==> config.mk <==
export PLATFORM = sky130hd
export DESIGN_NAME = mem_arbiter
export DESIGN_NICKNAME = d
export VERILOG_FILES = /design/src/rtl/mem_arbiter_pkg.sv /design/src/rtl/mem_arb_pick.sv /design/src/rtl/mem_arbiter.sv
export SDC_FILE = /design/constraint.sdc
export NUM_CORES = 1
export LEC_CHECK = 0
export CAP_MARGIN = 20
export CORE_ASPECT_RATIO = 1.1
export CORE_UTILIZATION = 45
export CTS_BUF_LIST = sky130_fd_sc_hd__clkbuf_4 sky130_fd_sc_hd__clkbuf_8 sky130_fd_sc_hd__clkbuf_16
export DETAILED_ROUTE_END_ITERATION = 16
export PLACE_DENSITY = 0.9
export SYNTH_ARGS = -nofsm -noshare
export SYNTH_HDL_FRONTEND = slang
export SYNTH_SLANG_ARGS = --single-unit
==> constraint.sdc <==
create_clock -name clk -period 2.8 [get_ports clk]
set_input_delay 0.7 -clock clk [delete_from_list [all_inputs] [get_ports clk]]
set_output_delay 0.7 -clock clk [all_outputs]
set_load 0.05 [all_outputs]
==> src/rtl/mem_arbiter_pkg.sv <==
// Shared encodings and payload types for the fetch/data memory arbiter.
package mem_arbiter_pkg;

    localparam int unsigned ADDR_W = 32;
    localparam int unsigned DATA_W = 32;

    localparam logic [1:0] ST_IDLE  = 2'd0;
    localparam logic [1:0] ST_ISSUE = 2'd1;
    localparam logic [1:0] ST_WAIT  = 2'd2;
    localparam logic [1:0] ST_RESP  = 2'd3;

    localparam logic OWN_IF = 1'b0;
    localparam logic OWN_D  = 1'b1;

    typedef struct packed {
        logic              we;
        logic [ADDR_W-1:0] addr;
        logic [DATA_W-1:0] wdata;
    } mem_req_t;

endpackage

==> src/rtl/mem_arb_pick.sv <==
// Winner select between fetch and data requests with the data-streak limit.
module mem_arb_pick #(
    parameter int unsigned MAX_DATA_STREAK = 4,
    parameter int unsigned STREAK_W        = 3
) (
    input  logic                if_req,
    input  logic                d_req,
    input  logic [STREAK_W-1:0] streak,
    output logic                grant_valid_c,
    output logic                grant_d_c,
    output logic                contested_c
);

    logic limit_hit;

    // Fetch only wins a contested pick once data has used up its streak.
    assign limit_hit     = (streak == STREAK_W'(MAX_DATA_STREAK));
    assign contested_c   = if_req & d_req;
    assign grant_valid_c = if_req | d_req;
    assign grant_d_c     = d_req & (~if_req | ~limit_hit);

endmodule

==> src/rtl/mem_arbiter.sv <==
// Serialises fetch and data accesses onto one fixed-latency single-port memory.
module mem_arbiter
    import mem_arbiter_pkg::*;
#(
    parameter int unsigned LATENCY         = 2,
    parameter int unsigned MAX_DATA_STREAK = 4
) (
    input  logic              clk,
    input  logic              reset,
    input  logic              if_req,
    input  logic [ADDR_W-1:0] if_addr,
    output logic              if_ack,
    output logic [DATA_W-1:0] if_rdata,
    input  logic              d_req,
    input  logic              d_we,
    input  logic [ADDR_W-1:0] d_addr,
    input  logic [DATA_W-1:0] d_wdata,
    output logic              d_ack,
    output logic [DATA_W-1:0] d_rdata,
    output logic              mem_en,
    output logic              mem_we,
    output logic [ADDR_W-1:0] mem_addr,
    output logic [DATA_W-1:0] mem_wdata,
    input  logic [DATA_W-1:0] mem_rdata,
    output logic              if_stall,
    output logic              d_stall,
    output logic              busy
);

    localparam int unsigned CNT_W    = $clog2(LATENCY + 1);
    localparam int unsigned STREAK_W = $clog2(MAX_DATA_STREAK + 1);

    logic [1:0]          state, state_nxt;
    logic [CNT_W-1:0]    cnt, cnt_nxt;
    logic [STREAK_W-1:0] streak, streak_nxt;
    logic                owner, owner_nxt;
    mem_req_t            req_q, req_nxt;
    logic                mem_en_nxt;
    logic                if_ack_nxt, d_ack_nxt;
    logic [DATA_W-1:0]   if_rdata_nxt, d_rdata_nxt;

    logic grant_valid_c, grant_d_c, contested_c;

    mem_arb_pick #(
        .MAX_DATA_STREAK (MAX_DATA_STREAK),
        .STREAK_W        (STREAK_W)
    ) u_pick (
        .if_req        (if_req),
        .d_req         (d_req),
        .streak        (streak),
        .grant_valid_c (grant_valid_c),
        .grant_d_c     (grant_d_c),
        .contested_c   (contested_c)
    );

    // Next-state and registered-output logic.
    always_comb begin
        state_nxt    = state;
        cnt_nxt      = cnt;
        streak_nxt   = streak;
        owner_nxt    = owner;
        req_nxt      = req_q;
        mem_en_nxt   = 1'b0;
        if_ack_nxt   = 1'b0;
        d_ack_nxt    = 1'b0;
        if_rdata_nxt = if_rdata;
        d_rdata_nxt  = d_rdata;

        case (state)
            ST_IDLE: begin
                if (grant_valid_c) begin
                    state_nxt  = ST_ISSUE;
                    mem_en_nxt = 1'b1;
                    if (grant_d_c) begin
                        owner_nxt = OWN_D;
                        req_nxt   = '{we: d_we, addr: d_addr, wdata: d_wdata};
                        if (contested_c) begin
                            if (streak != STREAK_W'(MAX_DATA_STREAK)) begin
                                streak_nxt = streak + STREAK_W'(1);
                            end
                        end else begin
                            streak_nxt = '0;
                        end
                    end else begin
                        owner_nxt  = OWN_IF;
                        req_nxt    = '{we: 1'b0, addr: if_addr, wdata: '0};
                        streak_nxt = '0;
                    end
                end
            end
            ST_ISSUE: begin
                // The WAIT countdown always lands its last cycle on the data-valid edge.
                cnt_nxt   = CNT_W'(LATENCY - 1);
                state_nxt = ST_WAIT;
            end
            ST_WAIT: begin
                if (cnt == '0) begin
                    state_nxt = ST_RESP;
                    if (owner == OWN_D) begin
                        d_ack_nxt = 1'b1;
                        if (!req_q.we) begin
                            d_rdata_nxt = mem_rdata;
                        end
                    end else begin
                        if_ack_nxt   = 1'b1;
                        if_rdata_nxt = mem_rdata;
                    end
                end else begin
                    cnt_nxt = cnt - CNT_W'(1);
                end
            end
            ST_RESP: begin
                state_nxt = ST_IDLE;
            end
            default: begin
                state_nxt = ST_IDLE;
            end
        endcase
    end

    // State and output registers; reset aborts any in-flight access.
    always_ff @(posedge clk or negedge reset) begin
        if (!reset) begin
            state    <= ST_IDLE;
            cnt      <= '0;
            streak   <= '0;
            owner    <= OWN_IF;
            req_q    <= '0;
            mem_en   <= 1'b0;
            if_ack   <= 1'b0;
            d_ack    <= 1'b0;
            if_rdata <= '0;
            d_rdata  <= '0;
        end else begin
            state    <= state_nxt;
            cnt      <= cnt_nxt;
            streak   <= streak_nxt;
            owner    <= owner_nxt;
            req_q    <= req_nxt;
            mem_en   <= mem_en_nxt;
            if_ack   <= if_ack_nxt;
            d_ack    <= d_ack_nxt;
            if_rdata <= if_rdata_nxt;
            d_rdata  <= d_rdata_nxt;
        end
    end

    assign mem_we    = req_q.we;
    assign mem_addr  = req_q.addr;
    assign mem_wdata = req_q.wdata;
    assign busy      = (state != ST_IDLE);
    assign if_stall  = if_req & ~if_ack;
    assign d_stall   = d_req & ~d_ack;

endmodule

==> impl_metrics.py, run 1 <==
metrics = {
    "placed_design": {
        "placed_area_mm2": 0.00861,
        "pre_cts_slack_ns": 0.398,
        "dp_hpwl_um": 11900,
        "portBuffers": 267,
        "place.gp.congestion": 0.782,
        "placedCellCount": 845,
    },
    "min_path": {
        "worstHoldPathType": "in -> async",
    },
    "synthesis": {
        "synth_top_area_frac": 0.600,
        "syn_avg_cell_area_um2": 13.2,
        "syn-num-nets": 582,
        "synthesis.area_mm2": 0.00584,
        "synth_largest_area_cell": "dfrtp_1",
        "ys_top_cells_by_area": "dfrtp_1 60%, mux2_2 6.7%, a22o_1 4.9%",
        "synthDistinctLibCells": 34,
        "ys_ff_latch": 140,
        "seq_area_frac_synth": 0.600,
        "synth_warnings": 0,
        "synth_cells": 443,
    },
    "setup_path": {
        "path_buf_inv": 1,
        "critPathArrivalTime_ns": 1.65,
        "crit_fanout": 2,
        "critical_path_class": "reg -> out",
        "crit_family": "buffers and inverters",
        "endpoint_kind": "output pin",
        "critPathRequiredTime_ns": 2.10,
        "slowest_delay_ns": 0.85,
        "crit_slowest_cell": "clkdlybuf4s50_1",
        "cp-start-kind": "flip-flop",
        "path_cells": "clkdlybuf4s50_1",
    },
    "finish": {
        "nets": 846,
        "finalNonFillerCells": 877,
        "fin_area_mm2": 0.00923,
        "antenna_cells": 0,
        "final_layout_size_suffix_gt1_frac": 0.156,
        "fillers": 856,
        "area_growth_pct": 57.9,
    },
    "sta": {
        "worst_slack_ns": 0.446,
        "hold_viol_final": 0,
        "finClkSkew_ns": 0.00582,
        "tns_ns": 0,
        "slew_headroom": 0.364,
        "drv_slew": 0,
        "finalCritPeriodShare": 0.841,
        "fmax_ghz": 0.425,
        "rsz0062_at_grt": "false",
        "period_needed_ns": 2.35,
        "tightest_slew_ns": 0.954,
        "setup_violations": 0,
    },
    "power_and_ir_drop": {
        "pwr-share-clk": 0.173,
        "power_density_mw_per_mm2": 1450,
        "power_frac_comb": 0.560,
        "switching_share": 0.463,
        "ir_drop_mv": 1.17,
        "leakage_nw": 3.96,
        "p_seq_frac": 0.266,
        "net-switching-power_mw": 6.21,
        "p_int_mw": 7.21,
    },
    "clock_tree": {
        "cts_max_level": 4,
        "postCtsSetupRepairBufs": 0,
        "path_clk_slew_ns": 0.06,
        "hold_buffers": 0,
        "cts_tree": "done",
        "clock_path_buffers": 2,
        "cts_resized": 0,
        "cts.sinks": 140,
        "root_buffer": "clkbuf_16",
        "worstSkewPairLatency_ns": 0.41,
        "cts-buffers-inserted": 17,
    },
    "grt": {
        "grt_max_degree": 59,
        "grtUsageTotal": 0.247,
        "grt_pass1_vias": 4952,
        "grt_pass1_wl_um": 25800,
        "grt_antenna_before_repair": 0,
        "grt_overflow": 0,
    },
    "status": {
        "status": "complete, no violations",
    },
    "detailed_routing": {
        "totalWireLength_um": 16500,
        "drc_errors": 0,
        "drt_first_pass_iters": 5,
        "num_vias": 4756,
        "ant_nets": 0,
        "drtIter0Drc": 284,
        "viasPerCell": 5.42,
        "drt-wirelength-per-cell_um": 18.9,
    },
    "floorplan": {
        "coreArea_mm2": 0.0126,
        "rows": 43,
        "die-area_mm2": 0.0134,
        "die_w_um": 111,
        "die_h_um": 122,
        "ioPinCount": 268,
        "start_util": 0.462,
    },
    "job": {
        "cap_violations": 0,
    },
}
==> cell type report <==
type | count | area [um2] | area share
clock buffer | 22 | 482 | 0.0522
inverter | 10 | 42.5 | 0.00461
multi-input combinational | 257 | 2040 | 0.221
clock inverter | 10 | 139 | 0.0151
sequential | 140 | 3500 | 0.380
timing repair buffer | 281 | 2820 | 0.306
tap | 157 | 196 | 0.0213
==> final timing paths <==
kind	cells past startpoint	to	slack [ns]	from
max in group asynchronous	2	mem_addr[22]	1.83	reset
min reg2reg	1	if_rdata[18]	0.49	if_rdata[18]
max	1	d_ack	0.45	d_ack
min	1	d_rdata[21]	0.26	reset
max reg2reg	5	d_rdata[18]	0.67	state[0]
min in group clk	1	if_rdata[18]	0.49	if_rdata[18]
==> cells in the final DEF (no fill, tap or decap), drive strengths merged <==
master	instances
dfrtp	140
mux2	65
bufinv	3
o2bb2ai	1
a22o	33
o21ai	5
nand2	68
nand2b	1
clkinvlp	1
clkdlybuf4s50	263
clkinv	6
o211ai	32
or2b	1
o22a	1
nand4	33
ha	6
or2	1
and3	2
nand3	1
clkbuf	22
nor2b	2
o22ai	1
a21o	1
o31a	1
inv	10
buf	18
and2	1
xnor2	1
==> power by group through the flow <==
stage | Clock [mW] | Combinational (mW) | Sequential (mW)
floorplan | 0 | 1.83 | 6.68
global placement | 0 | 7.38 | 3.51
detailed placement | 0 | 7.53 | 3.58
CTS | 2.36 | 7.56 | 3.57
global route | 2.47 | 7.82 | 3.68
finish | 2.33 | 7.52 | 3.57
==> metrics by stage <==
step	hold slack, ns	utilization	total power, mW
after floorplan	0.404	-	8.51
after global placement	0.467	0.681	10.9
after detailed placement	0.471	0.681	11.1
after CTS	0.264	0.730	13.5
after global routing	0.280	0.730	14.0
final	0.256	0.730	13.4
==> sequential cells by signal (all words and copies together) (netlist names) <==
signal     cells
d_ack          1
owner          1
mem_wdata     32
state          2
d_rdata       32
if_rdata      32
if_ack         1
mem_we         1
cnt            2
mem_addr      32
streak         3
mem_en         1
==> per-layer routing <==
layer  share of wire  track usage  up-vias
met4           0.025        0.114        0
met3           0.062       0.0724       35
li1                -            -     2122
met1            0.39        0.279     2374
met5               0            0        -
met2            0.52        0.434      225
==> cells by family (layout without fill, tap and decap cells) <==
kind of cell	count (synthesis)	count (layout)	share of synthesized area
muxes	65	65	0.132
AOI/OAI and AO/OA	75	75	0.112
buffers and inverters	46	323	0.0525
DFF	140	140	0.600
adders and majority gates	6	6	0.0128
xor gates and xnor gates	1	1	0.00150
and+or+nand+nor	110	110	0.0895
==> Yosys cell counts <==
cell       instances
a21o_1             1
a22o_1            33
and2_1             1
and3_1             2
buf_12             1
buf_2              6
buf_4              1
buf_6             12
buf_8              1
clkbuf_1          15
dfrtp_1          140
ha_1               6
inv_1              8
inv_2              1
inv_6              1
mux2_1            19
mux2_2            35
mux2_4            11
nand2_1           68
nand2b_1           1
nand3_2            1
nand4_1           33
nor2b_1            2
o211ai_1          21
o211ai_2          11
o21ai_0            4
o21ai_2            1
o22a_1             1
o22ai_1            1
o2bb2ai_1          1
o31a_1             1
or2_1              1
or2b_1             1
xnor2_1            1
(Power assumes the default switching activity.)
==> run 2, diff against run 1 <==
--- a/config.mk
+++ b/config.mk
@@ -7,10 +7,10 @@
 export LEC_CHECK = 0
 export CAP_MARGIN = 20
 export CORE_ASPECT_RATIO = 1.1
-export CORE_UTILIZATION = 45
+export CORE_UTILIZATION = 42
 export CTS_BUF_LIST = sky130_fd_sc_hd__clkbuf_4 sky130_fd_sc_hd__clkbuf_8 sky130_fd_sc_hd__clkbuf_16
 export DETAILED_ROUTE_END_ITERATION = 16
-export PLACE_DENSITY = 0.9
+export PLACE_DENSITY = 0.85
 export SYNTH_ARGS = -nofsm -noshare
 export SYNTH_HDL_FRONTEND = slang
 export SYNTH_SLANG_ARGS = --single-unit
==> constraint.sdc (replaced) <==
create_clock -name clk -period 2.4 [get_ports clk]
set_input_delay 0.6 -clock clk [delete_from_list [all_inputs] [get_ports clk]]
set_output_delay 0.6 -clock clk [all_outputs]
set_load 0.05 [all_outputs]
==> run 2 against run 1 <==
  * Hold slack worse by 0.095 ns
  * Routed wire length is 2.7% lower
  * Core utilization is 3.5 points lower
  * Combinational power is 17% higher
  * Power is 16% higher
  * Worst setup slack worse by 0.32 ns
  * Sequential power is 17% higher
  * Final cell count is 3.1% higher
  * Cell area is 0.69% higher
  * Clock skew is 0.0016 ns higher
  * Critical endpoint unchanged
  * Largest cell class unchanged
==> impl_metrics.py, run 2 (same netlist as run 1, synthesis figures left out) <==
metrics = {
    "sta": {
        "fin_hold_ws_ns": 0.160,
        "period_needed_ns": 2.27,
        "fmax_ghz": 0.440,
        "tns_ns": 0,
        "finalCritPeriodShare": 0.947,
        "tightest_slew_ns": 0.552,
        "slew_headroom": 0.631,
        "rsz0062_at_grt": "false",
        "finClkSkew_ns": 0.00744,
        "hold_viol_final": 0,
        "setup_violations": 0,
        "drv_slew": 0,
    },
    "floorplan": {
        "coreArea_mm2": 0.0134,
        "die_w_um": 114,
        "rows": 44,
        "die_h_um": 126,
        "start_util": 0.437,
        "ioPinCount": 268,
        "die-area_mm2": 0.0144,
    },
    "job": {
        "cap_violations": 0,
    },
    "power_and_ir_drop": {
        "pwr-share-clk": 0.171,
        "power_density_mw_per_mm2": 1680,
        "net-switching-power_mw": 7.22,
        "ir_drop_mv": 0.834,
        "switching_share": 0.463,
        "p_seq_frac": 0.267,
        "power_frac_comb": 0.562,
        "p_int_mw": 8.38,
        "leakage_nw": 3.95,
    },
    "setup_path": {
        "path_cells": "clkdlybuf4s50_1",
        "crit_slowest_cell": "clkdlybuf4s50_1",
        "cp-start-kind": "flip-flop",
        "critical_path_class": "reg -> out",
        "startpoint": "d_ack",
        "critPathRequiredTime_ns": 1.80,
        "cp.depth": 1,
        "reg2reg_depth": 6,
        "crit_fanout": 2,
        "r2r_end": "if_rdata[5]",
        "endpoint_kind": "output pin",
        "path_buf_inv": 1,
        "critPathArrivalTime_ns": 1.67,
        "slowest_delay_ns": 0.86,
        "reg2reg_setup_slack_ns": 0.45,
        "regToRegStartpoint": "state[0]",
        "crit_family": "buffers and inverters",
        "critical_path.endpoint": "d_ack",
    },
    "clock_tree": {
        "cts-buffers-inserted": 17,
        "clock_path_buffers": 2,
        "hold_buffers": 0,
        "cts.sinks": 140,
        "path_clk_slew_ns": 0.06,
        "worstSkewPairLatency_ns": 0.40,
        "postCtsSetupRepairBufs": 0,
        "cts_max_level": 4,
        "cts_resized": 0,
        "cts_tree": "done",
        "root_buffer": "clkbuf_16",
    },
    "finish": {
        "nets": 846,
        "area_growth_pct": 59.0,
        "final_layout_size_suffix_gt1_frac": 0.156,
        "finalNonFillerCells": 904,
        "final_common_cell": "clkdlybuf4s50_1",
        "fin_area_mm2": 0.00929,
        "antenna_cells": 0,
        "fillers": 965,
        "final_cell_mix": "263 x clkdlybuf4s50_1, 140 x dfrtp_1, 68 x nand2_1, 35 x mux2_2",
    },
    "grt": {
        "grt_pass1_wl_um": 25700,
        "grt_antenna_before_repair": 0,
        "grt_overflow": 0,
        "grt_max_degree": 61,
        "grtUsageTotal": 0.231,
        "grt_pass1_vias": 4992,
    },
    "detailed_routing": {
        "num_vias": 4668,
        "viasPerCell": 5.16,
        "totalWireLength_um": 16100,
        "drt-wirelength-per-cell_um": 17.8,
        "ant_nets": 0,
        "drt_first_pass_iters": 4,
        "drtIter0Drc": 223,
        "drc_errors": 0,
    },
    "placed_design": {
        "portBuffers": 267,
        "place.gp.congestion": 0.818,
        "dp_hpwl_um": 11900,
        "placed_area_mm2": 0.00868,
        "placedCellCount": 872,
    },
    "status": {
        "status": "complete, no violations",
    },
    "min_path": {
        "worstHoldPathType": "in -> async",
    },
}
run 2: changes by cell type in the layout (fill, tap and decap cells not counted), sizes merged:
cell | before | now
clkbuf | 22 | 19
clkinv | 6 | 2
clkinvlp | 1 | 6
inv | 10 | 12
run 2: routing by layer:
metal,GRT usage,vias up,share of wire
li1,-,2131,-
met1,0.274,2295,0.39
met2,0.398,208,0.52
met3,0.0611,34,0.063
met4,0.0924,0,0.029
met5,0,-,0
run 2: power groups by stage:
stage | Combinational [mW] | Sequential, mW | Clock (mW)
2_1_floorplan | 2.14 | 7.80 | 0
3_3_place_gp | 8.63 | 4.12 | 0
3_5_place_dp | 8.81 | 4.18 | 0
4_1_cts | 8.83 | 4.17 | 2.72
5_1_grt | 9.16 | 4.30 | 2.84
6_report | 8.77 | 4.17 | 2.67
run 2: worst min path at each step:
stage | startpoint | to | slack, ns | depth (start not counted)
6_report | reset | d_rdata[20] | 0.16 | 1
5_1_grt | reset | d_rdata[20] | 0.19 | 1
4_1_cts | reset | if_rdata[20] | 0.17 | 1
3_5_place_dp | mem_addr[6] | mem_addr[6] | 0.47 | 2
3_3_place_gp | if_rdata[18] | if_rdata[18] | 0.47 | 1
2_1_floorplan | reset | cnt[0] | 0.30 | 0
run 2: metrics by stage:
stage,total power [mW],setup WS (ns),util
floorplan,9.93,0.0261,-
finish,15.6,0.127,0.695
global route,16.3,0.0607,0.695
CTS,15.7,0.0830,0.695
detailed placement,13.0,0.187,0.649
global placement,12.7,0.226,0.649
run 2: cell type report:
type	instances	area, um2	area share
sequential	140	3500	0.377
timing repair buffer	281	2860	0.308
multi-input combinational	257	2040	0.220
clock buffer	19	447	0.0481
tap	184	230	0.0248
clock inverter	13	166	0.0179
inverter	10	42.5	0.00458
==> run 3, diff against run 2 <==
--- a/config.mk
+++ b/config.mk
@@ -6,7 +6,6 @@
 export NUM_CORES = 1
 export LEC_CHECK = 0
 export CAP_MARGIN = 20
-export CORE_ASPECT_RATIO = 1.1
 export CORE_UTILIZATION = 42
 export CTS_BUF_LIST = sky130_fd_sc_hd__clkbuf_4 sky130_fd_sc_hd__clkbuf_8 sky130_fd_sc_hd__clkbuf_16
 export DETAILED_ROUTE_END_ITERATION = 16
==> run 3 against run 2 <==
  * Count of clock-buffer cells in the layout increased by 2
  * First-iteration DRC count increased by 40%
  * Combinational power increased by 0.7%
  * Routed wire length increased by 1.7%
  * Worst setup slack improved by 0.038 ns
  * Die area about the same
  * Critical path type unchanged
  * Critical endpoint is now mem_addr[2]
==> impl_metrics.py, run 3 (same netlist as run 1, synthesis figures left out) <==
metrics = {
    "setup_path": {
        "endpoint_kind": "output pin",
        "startpoint": "mem_addr[2]",
        "path_buf_inv": 1,
        "reg2reg_depth": 6,
        "critPathArrivalTime_ns": 1.63,
        "crit_slowest_cell": "clkdlybuf4s50_1",
        "cp-start-kind": "flip-flop",
        "crit_family": "buffers and inverters",
        "crit_fanout": 2,
        "regToRegStartpoint": "state[0]",
        "critical_path.endpoint": "mem_addr[2]",
        "reg2reg_setup_slack_ns": 0.46,
        "critical_path_class": "reg -> out",
        "critPathRequiredTime_ns": 1.80,
        "r2r_end": "if_rdata[14]",
        "path_cells": "clkdlybuf4s50_1",
        "cp.depth": 1,
        "slowest_delay_ns": 0.84,
    },
    "sta": {
        "rsz0062_at_grt": "false",
        "tns_ns": 0,
        "drv_slew": 0,
        "fin_hold_ws_ns": 0.119,
        "period_needed_ns": 2.23,
        "worst_slack_ns": 0.166,
        "hold_viol_final": 0,
        "fmax_ghz": 0.448,
        "finalCritPeriodShare": 0.931,
        "tightest_slew_ns": 0.574,
        "finClkSkew_ns": 0.00941,
        "slew_headroom": 0.616,
        "setup_violations": 0,
    },
    "clock_tree": {
        "path_clk_slew_ns": 0.06,
        "cts-buffers-inserted": 17,
        "cts_max_level": 4,
        "clock_path_buffers": 2,
        "root_buffer": "clkbuf_16",
        "postCtsSetupRepairBufs": 0,
        "hold_buffers": 0,
        "worstSkewPairLatency_ns": 0.42,
        "cts_tree": "done",
        "cts_resized": 0,
        "cts.sinks": 140,
    },
    "grt": {
        "grt_pass1_vias": 4853,
        "grt_pass1_wl_um": 25800,
        "grt_max_degree": 52,
        "grt_antenna_before_repair": 0,
        "grtUsageTotal": 0.236,
        "grt_overflow": 0,
    },
    "floorplan": {
        "die_h_um": 120,
        "die_w_um": 120,
        "start_util": 0.436,
        "ioPinCount": 268,
        "die-area_mm2": 0.0144,
        "coreArea_mm2": 0.0134,
        "rows": 42,
    },
    "placed_design": {
        "place.gp.congestion": 0.838,
        "placed_area_mm2": 0.00869,
        "placedCellCount": 864,
        "portBuffers": 267,
        "pre_cts_slack_ns": 0.205,
        "dp_hpwl_um": 11900,
    },
    "finish": {
        "final_util": 0.692,
        "antenna_cells": 0,
        "nets": 846,
        "multi_input_area_mm2": 0.00204,
        "regArea_mm2": 0.00350,
        "final_cell_mix": "263 x clkdlybuf4s50_1, 140 x dfrtp_1, 68 x nand2_1, 35 x mux2_2",
        "final_common_cell": "clkdlybuf4s50_1",
        "area_growth_pct": 58.8,
        "final_layout_size_suffix_gt1_frac": 0.154,
        "fillers": 936,
        "finalNonFillerCells": 895,
        "fin_area_mm2": 0.00928,
    },
    "detailed_routing": {
        "ant_nets": 0,
        "drt-wirelength-per-cell_um": 18.3,
        "drc_errors": 0,
        "num_vias": 4694,
        "totalWireLength_um": 16400,
        "drt_first_pass_iters": 4,
        "viasPerCell": 5.24,
        "drtIter0Drc": 313,
    },
    "power_and_ir_drop": {
        "leakage_nw": 3.96,
        "ir_drop_mv": 0.853,
        "power_frac_comb": 0.567,
        "p_seq_frac": 0.268,
        "p_int_mw": 8.31,
        "switching_share": 0.466,
        "power_density_mw_per_mm2": 1680,
        "finalPower_mw": 15.6,
        "net-switching-power_mw": 7.24,
        "pwr-share-clk": 0.165,
    },
    "min_path": {
        "worstHoldPathType": "in -> async",
    },
    "job": {
        "cap_violations": 0,
    },
    "status": {
        "status": "complete, no violations",
    },
}
[run 3: how the worst min path moves through the flow]
stage                      start             to  slack [ns]  cells past startpoint
finish                     reset  mem_wdata[26]        0.12                      1
global route               reset  mem_wdata[16]        0.15                      1
CTS                        reset  mem_wdata[11]        0.13                      1
detailed placement   if_rdata[9]    if_rdata[9]        0.47                      1
global placement    if_rdata[17]   if_rdata[17]        0.47                      1
floorplan                  reset         cnt[0]        0.30                      0
[run 3: cell type report]
type / count / area share
timing repair buffer: 281 / 0.311
clock buffer: 21 / 0.0504
clock inverter: 10 / 0.0125
sequential: 140 / 0.378
multi-input combinational: 257 / 0.220
inverter: 10 / 0.00459
tap: 176 / 0.0237
[run 3: layer usage]
metal / share of wire / track usage / vias up / routed length (um)
li1: - / - / 2128 / -
met1: 0.39 / 0.275 / 2292 / 6410
met2: 0.50 / 0.401 / 239 / 8240
met3: 0.080 / 0.0718 / 35 / 1300
met4: 0.026 / 0.0977 / 0 / 418
met5: 0 / 0 / - / 0
[run 3: power by group through the flow]
stage,registers [mW],clock network (mW),logic [mW]
6_report,4.17,2.56,8.83
5_1_grt,4.30,2.72,9.21
4_1_cts,4.17,2.62,8.89
3_5_place_dp,4.17,0,8.87
3_3_place_gp,4.10,0,8.68
2_1_floorplan,7.80,0,2.14
